`config.mk`:
```
export PLATFORM = sky130hd
export DESIGN_NAME = uart_tx_arbiter
export DESIGN_NICKNAME = d
export VERILOG_FILES = /design/src/rtl/uart_tx_arbiter.sv
export SDC_FILE = /design/constraint.sdc
export NUM_CORES = 1
export LEC_CHECK = 0
export CORE_MARGIN = 10
export CORE_UTILIZATION = 45
export DETAILED_ROUTE_END_ITERATION = 8
export PLACE_DENSITY = 0.75
export SLEW_MARGIN = 20
export SYNTH_ARGS = -nofsm -noshare
export SYNTH_HDL_FRONTEND = slang
export SYNTH_SLANG_ARGS = --single-unit
export TNS_END_PERCENT = 10
```
`constraint.sdc`:
```
create_clock -name clk -period 2.1 [get_ports clk]
set_input_delay 0.315 -clock clk [delete_from_list [all_inputs] [get_ports clk]]
set_output_delay 0.315 -clock clk [all_outputs]
set_load 0.005 [all_outputs]
```
`src/rtl/uart_tx_arbiter.sv`:
```
// Shares one 8N1 UART byte transmitter between NUM_REQ requesters using round-robin,
// message-granular grants bounded by a per-grant byte budget and an idle-hold timeout.
module uart_tx_arbiter #(
    parameter int NUM_REQ      = 4,
    parameter int MAX_MSG      = 16,
    parameter int HOLD_TIMEOUT = 64
) (
    input  logic                   clk,
    input  logic                   rst,
    input  logic [NUM_REQ-1:0]     req,
    input  logic [8*NUM_REQ-1:0]   req_data,
    input  logic [NUM_REQ-1:0]     req_last,
    output logic [NUM_REQ-1:0]     gnt,
    output logic [NUM_REQ-1:0]     req_ack,
    output logic                   tx_start,
    output logic [7:0]             tx_data,
    input  logic                   tx_busy
);
    localparam int               IDX_W      = (NUM_REQ > 1) ? $clog2(NUM_REQ) : 1;
    localparam logic [IDX_W-1:0] LAST_IDX   = IDX_W'(NUM_REQ - 1);
    localparam logic [7:0]       BYTE_LIMIT = 8'(MAX_MSG - 1);
    localparam logic [9:0]       HOLD_LIMIT = 10'(HOLD_TIMEOUT - 1);

    typedef enum logic [1:0] {
        S_IDLE      = 2'd0,
        S_GRANT     = 2'd1,
        S_WAIT_BUSY = 2'd2,
        S_WAIT_DONE = 2'd3
    } state_t;

    state_t             state_q, state_d;
    logic [NUM_REQ-1:0] gnt_q, gnt_d;
    logic [NUM_REQ-1:0] req_ack_q, req_ack_d;
    logic               tx_start_q, tx_start_d;
    logic [7:0]         tx_data_q, tx_data_d;
    logic [IDX_W-1:0]   rr_ptr_q, rr_ptr_d;
    logic [IDX_W-1:0]   owner_q, owner_d;
    logic [7:0]         byte_cnt_q, byte_cnt_d;
    logic [9:0]         hold_cnt_q, hold_cnt_d;
    logic               last_q, last_d;

    logic               win_found_s;
    logic [IDX_W-1:0]   win_idx_s;
    logic [NUM_REQ-1:0] win_onehot_s;
    logic [7:0]         owner_byte_s;
    logic               owner_req_s;
    logic               owner_last_s;

    // First requester found scanning ptr+1, ptr+2, ... wrapping; returns {found, index}.
    function automatic logic [IDX_W:0] rr_pick(input logic [NUM_REQ-1:0] r,
                                               input logic [IDX_W-1:0]   ptr);
        logic             found;
        logic [IDX_W-1:0] idx;
        logic [IDX_W-1:0] cand;
        found = 1'b0;
        idx   = '0;
        for (int off = 1; off <= NUM_REQ; off++) begin
            cand  = IDX_W'((int'(ptr) + off) % NUM_REQ);
            idx   = (r[cand] && !found) ? cand : idx;
            found = found | r[cand];
        end
        return {found, idx};
    endfunction

    // Round-robin winner candidate and owner-side input selection.
    always_comb begin
        {win_found_s, win_idx_s} = rr_pick(req, rr_ptr_q);
        win_onehot_s = {{(NUM_REQ-1){1'b0}}, 1'b1} << win_idx_s;
        owner_req_s  = req[owner_q];
        owner_last_s = req_last[owner_q];
        owner_byte_s = 8'h00;
        for (int i = 0; i < NUM_REQ; i++) begin
            owner_byte_s = owner_byte_s | (req_data[8*i +: 8] & {8{owner_q == IDX_W'(i)}});
        end
    end

    // Arbitration FSM: next state, counters and registered-output next values.
    always_comb begin
        state_d    = state_q;
        gnt_d      = gnt_q;
        req_ack_d  = '0;
        tx_start_d = 1'b0;
        tx_data_d  = tx_data_q;
        rr_ptr_d   = rr_ptr_q;
        owner_d    = owner_q;
        byte_cnt_d = byte_cnt_q;
        hold_cnt_d = hold_cnt_q;
        last_d     = last_q;
        case (state_q)
            S_IDLE: begin
                gnt_d = '0;
                if (win_found_s) begin
                    state_d    = S_GRANT;
                    owner_d    = win_idx_s;
                    gnt_d      = win_onehot_s;
                    byte_cnt_d = 8'd0;
                    hold_cnt_d = 10'd0;
                end else begin
                    state_d = S_IDLE;
                end
            end
            S_GRANT: begin
                if (owner_req_s) begin
                    state_d    = S_WAIT_BUSY;
                    tx_start_d = 1'b1;
                    tx_data_d  = owner_byte_s;
                    req_ack_d  = gnt_q;
                    last_d     = owner_last_s | (byte_cnt_q == BYTE_LIMIT);
                    byte_cnt_d = byte_cnt_q + 8'd1;
                    hold_cnt_d = 10'd0;
                end else if (hold_cnt_q == HOLD_LIMIT) begin
                    // Owner went quiet without finishing: hand the line back.
                    state_d  = S_IDLE;
                    gnt_d    = '0;
                    rr_ptr_d = owner_q;
                end else begin
                    hold_cnt_d = hold_cnt_q + 10'd1;
                end
            end
            S_WAIT_BUSY: begin
                if (tx_busy) begin
                    state_d = S_WAIT_DONE;
                end else begin
                    state_d = S_WAIT_BUSY;
                end
            end
            S_WAIT_DONE: begin
                if (!tx_busy) begin
                    if (last_q) begin
                        state_d  = S_IDLE;
                        gnt_d    = '0;
                        rr_ptr_d = owner_q;
                    end else begin
                        state_d    = S_GRANT;
                        hold_cnt_d = 10'd0;
                    end
                end else begin
                    state_d = S_WAIT_DONE;
                end
            end
            default: begin
                state_d = S_IDLE;
                gnt_d   = '0;
            end
        endcase
    end

    // State and output registers with synchronous reset.
    always_ff @(posedge clk) begin
        if (rst) begin
            state_q    <= S_IDLE;
            gnt_q      <= '0;
            req_ack_q  <= '0;
            tx_start_q <= 1'b0;
            tx_data_q  <= 8'h00;
            rr_ptr_q   <= LAST_IDX;
            owner_q    <= '0;
            byte_cnt_q <= 8'd0;
            hold_cnt_q <= 10'd0;
            last_q     <= 1'b0;
        end else begin
            state_q    <= state_d;
            gnt_q      <= gnt_d;
            req_ack_q  <= req_ack_d;
            tx_start_q <= tx_start_d;
            tx_data_q  <= tx_data_d;
            rr_ptr_q   <= rr_ptr_d;
            owner_q    <= owner_d;
            byte_cnt_q <= byte_cnt_d;
            hold_cnt_q <= hold_cnt_d;
            last_q     <= last_d;
        end
    end

    assign gnt      = gnt_q;
    assign req_ack  = req_ack_q;
    assign tx_start = tx_start_q;
    assign tx_data  = tx_data_q;

endmodule

```
Word level (Yosys, flattened, before mapping)

Cells that the tools add are included.

Input port bits: 43
Word-level logic and storage cells: 115
Register bits after elaboration: 42

Reduce and logical (&&, ||, !) cells: 19
Order comparisons: 5
Add/subtract/negate cells: 6
Mux-type cells: 44
Shift-type cells: 1
Bitwise gates (word level): 13
Eq/ne operators: 17

Operator list:

| operator                                                             | count |
|---|---|
| 10-bit two-way mux                                                   | 5 |
| 8-bit bitwise AND                                                    | 4 |
| 10-bit one-hot mux with 3 select lines                               | 1 |
| 8-bit bitwise OR                                                     | 3 |
| 2-bit two-way mux                                                    | 11 |
| 4-bit two-way mux                                                    | 5 |
| 8-bit two-way mux                                                    | 2 |
| 8-bit one-hot mux with 2 select lines                                | 1 |
| 2-bit by 3-bit < comparator with 1-bit output, second input constant | 5 |
| 5-bit AND reduction                                                  | 3 |
| 2-bit inequality test, second input constant                         | 7 |
| 1-bit binary-select mux with 2-bit select                            | 6 |
| 4-bit one-hot mux with 3 select lines                                | 1 |
| 10-bit by 1-bit adder with 10-bit output, second input constant      | 1 |
| 10-bit by 6-bit == test with 1-bit output, second input constant     | 1 |
| 1-bit two-way mux                                                    | 10 |
| 8-bit by 1-bit adder with 8-bit output, second input constant        | 1 |
| 2-bit == test, second input constant                                 | 4 |
| 8-bit by 4-bit == test with 1-bit output, second input constant      | 1 |
| 2-bit one-hot mux with 4 select lines                                | 1 |
| 3-bit inequality test, second input constant                         | 2 |
| 2-bit by 1-bit adder with 2-bit output, second input constant        | 2 |
| 2-bit adder, second input constant                                   | 2 |
| 2-bit by 1-bit == test with 1-bit output, second input constant      | 2 |
| 13 further kinds                                                     | 24 |

Longest topological paths before layout

Word-level depth: 11
Depth in mapped cells: 6

Worst setup path before layout

Ideal clock, no wire load.

Path kind: reg-to-reg
Start point: reg hold_cnt_q[0]
End point: reg rr_ptr_q[0]
Library setup time: 72 ps
Stages on the path, launching flop included: 7
Arrival: 1,664 ps
Path slack: 365 ps
Clock period less this slack: 1,735 ps
Path buffers: 1
Required time: 2,028 ps
Cells stage by stage: dfxtp_1 > ha_1 > and3_1 > clkbuf_1 > nand4_1 > a221oi_2 > mux2i_1

Cells in the longest elaborated chain, start to end: 3

Ends and longest elaborated chain:

| item                                      | line | source |
|---|---|---|
| from (decl)                               | 39   | `logic [9:0] hold_cnt_q, hold_cnt_d;` |
| from (signal assigned)                    | 170  | `hold_cnt_q <= hold_cnt_d;` |
| 10-bit by 6-bit == test with 1-bit output | 111  | `end else if (hold_cnt_q == HOLD_LIMIT) begin` |
| 2-bit inequality test (no line)           | n/a  |  |
| 5-bit AND reduction (no line)             | n/a  |  |
| to (signal assigned)                      | 167  | `rr_ptr_q <= rr_ptr_d;` |
| to (decl)                                 | 36   | `logic [IDX_W-1:0] rr_ptr_q, rr_ptr_d;` |

No other way between the ends.
A chain may end at the register's enable or synchronous reset.

Worst setup path in the final report

Ends and elaborated chain as after synthesis.

==> results_dict.tcl <==
set metrics [dict create \
    status "finished clean" \
    peakVddDrop_mv 0.301 \
    grt_max_degree 16 \
    cts-resized-gates 0 \
    start_kind "register" \
    cts-root-buf "clkbuf_8" \
    clock.fmax_mhz 523 \
    path_clk_slew_ns 0.08 \
    via_count 2129 \
    die_x_um 90.5 \
    num-nets-final 369 \
    critPathKind "register to register" \
    final_common_cell "clkdlybuf4s50_1" \
    grt_pass1_vias 2091 \
    critPathCaptureType "register" \
    yosysWarnings 0 \
    insertion_delay_ns 0.30 \
    io_buffers 59 \
    n_antenna_cell 0 \
    worstPathMaxFanout 6 \
    antenna_found_initial 0 \
    synth-seq-cells 42 \
    avgViaCountPerCell 5.43 \
    cts_hold_buf 0 \
    path_cells "ha_1 > and3_1 > nand4_1 > a221oi_2 > mux2i_1" \
    synth_cell_type_count 52 \
    cap_violations 0 \
    layout_common_cells "59 x clkdlybuf4s50_1, 42 x dfxtp_1, 31 x nand2_1" \
    die_height_um 90.5 \
    post-dp-hpwl_um 4700 \
    first_pass_iters 4 \
    p_seq_share_pct 44.9 \
    htreeDepth 2 \
    gp_congestion 0.871 \
    slew_headroom_pct 66.6 \
    async_reset_ff_share_pct 0 \
    initial_core_util_pct 46.8 \
    rsz0062_at_grt "false" \
    routed_wl_um 5790 \
    path_buf_inv 0 \
    die_area_mm2 0.00820 \
    cts_buffers 5 \
    p_int_mw 1.36 \
    yosysSeqAreaShare_pct 37.6 \
    synth_edf_count 0 \
    syn_inst 250 \
    netlist_area_mm2 0.00224 \
    cpMaxStageDelayCell "dfxtp_1" \
    p_switching_mw 0.579 \
    cp.arrival_ns 2.15 \
    synth_flop_cell "dfxtp_1" \
    antenna_left 0 \
    placementRows 25 \
    fin_area_mm2 0.00311 \
    clock_path_buffers 2 \
    wl_per_cell_um 14.8 \
    areaGrowthSynthToFinish_pct 39.0 \
    grt_overflow_total 0 \
    synth_nets 295 \
    drtIter0Drc 122 \
    finalMaxSlewViolations 0 \
    synth.avg_cell_area_um2 8.95 \
    clkPwrFrac_pct 28.0 \
    clock-sinks 42 \
    fin_crit_sh_pct 91.0 \
    grt_pass1_wl_um 9680 \
    setup_tns_ns 0 \
    skew_ns 0.00858 \
    fin_crit_ns 1.91 \
    layout-drive-gt1-share_pct 13.5 \
    max_stage_delay_ns 0.44 \
    cp_data_required_time_ns 2.34 \
    ios 60 \
    setup_viol 0 \
    tightestPinTransition_ns 0.496 \
    core_mm2 0.00479 \
    drc 0 \
    power.combinational.fraction_pct 27.1 \
    path_delay_family "simple AND/OR/NAND/NOR gates" \
    track_usage_pct 14.2 \
    cts_setup_buffers 0 \
    fin_util_pct 65.0 \
    leakage_nw 1.08 \
    p_per_area_mw_per_mm2 624 \
    switching_share_pct 29.8 \
    dpl_cell_area_mm2 0.00302 \
    cts_tree "done" \
    holdCritPathClass "register to register" \
    finalHoldViolCount 0 \
]
registers in the layout, indices dropped and copies added, names as in the netlist:
signal      count
hold_cnt_q     10
rr_ptr_q        2
last_q          1
tx_data         8
tx_start        1
byte_cnt_q      8
gnt             4
owner_q         2
state_q         2
req_ack         4
worst register-to-register path, cell delays in order, from the launching register on:
cell      delay, ns
dfxtp_1        0.44
ha_1           0.30
and3_1         0.31
nand4_1        0.22
a221oi_2       0.36
mux2i_1        0.22
area by class of cell:
type | instances | area, um^2
clock buffers | 5 | 68.8
clock inverters | 3 | 25.0
fillers | 413 | 1670
inverters | 7 | 26.3
multi-input cells | 188 | 1310
flip-flops and latches | 42 | 841
well taps | 67 | 83.8
repair buffers | 80 | 761
synthesized netlist by cell type (all sizes together) (5+ instances only):
| cell | number | area share (%) |
|---|---|---|
| clkbuf | 7 | 1.2 |
| nor2b | 5 | 1.4 |
| xor2 | 5 | 2.0 |
| nand2b | 8 | 2.2 |
| nand2 | 31 | 5.2 |
| o211ai | 6 | 2.0 |
| buf | 6 | 1.7 |
| nand4 | 6 | 1.7 |
| inv | 7 | 1.2 |
| mux4 | 10 | 10 |
| a21oi | 19 | 4.2 |
| nand3 | 12 | 2.7 |
| nor2 | 17 | 3.2 |
| nor3 | 5 | 1.1 |
| dfxtp | 42 | 38 |
| and3 | 8 | 2.2 |
metal layers:
metal  wire length [um]  global-route usage, %  vias up  part of all wire [%]
li1                   -                      -     1082                     -
met1               2570                   16.7      967                    44
met2               2610                   22.5       72                    45
met3                510                   5.90        8                   8.8
met4                 97                   5.17        0                   1.7
met5                  0                      0        -                     0
cell families (layout without fill, tap and decap cells):
family                   Yosys count  in the layout  share of synthesized area, %
XOR/XNOR                           5              5                          1.96
adder cells (fa/ha/maj)            2              2                          1.12
multiplexers                      14             14                          11.9
AND/OR/NAND/NOR                  110            110                          25.8
flip-flops                        42             42                          37.6
buffers and inverters             20             95                          4.08
AO/OA/AOI/OAI                     57             57                          17.6
power by group through the flow:
stage                     combinational [mW]  clock [mW]  sequential (mW)
after global routing                   0.580       0.596            0.880
final                                  0.527       0.543            0.873
after global placement                 0.521           0            0.891
after detailed placement               0.529           0            0.891
after CTS                              0.531       0.558            0.872
after floorplan                        0.289           0            0.888
per-stage QoR:
step                      power [mW]  setup slack [ns]  instances  hold slack (ns)
after global routing            2.06            0.0671        392            0.473
after CTS                       1.96             0.219        392            0.458
after floorplan                 1.18             0.365        250            0.453
after global placement          1.41            0.0160        384            0.442
after detailed placement        1.42           -0.0388        384            0.446
final                           1.94             0.188        392            0.455
path summary, 6_finish.rpt:
path	startpoint	to	slack [ns]	cells after the start
max	hold_cnt_q[0]	rr_ptr_q[0]	0.19	5
min	tx_data[0]	tx_data[0]	0.46	2
max reg2reg	hold_cnt_q[0]	rr_ptr_q[0]	0.19	5
min reg2reg	tx_data[0]	tx_data[0]	0.46	2
No activity file was read; power rests on OpenSTA's default activity.
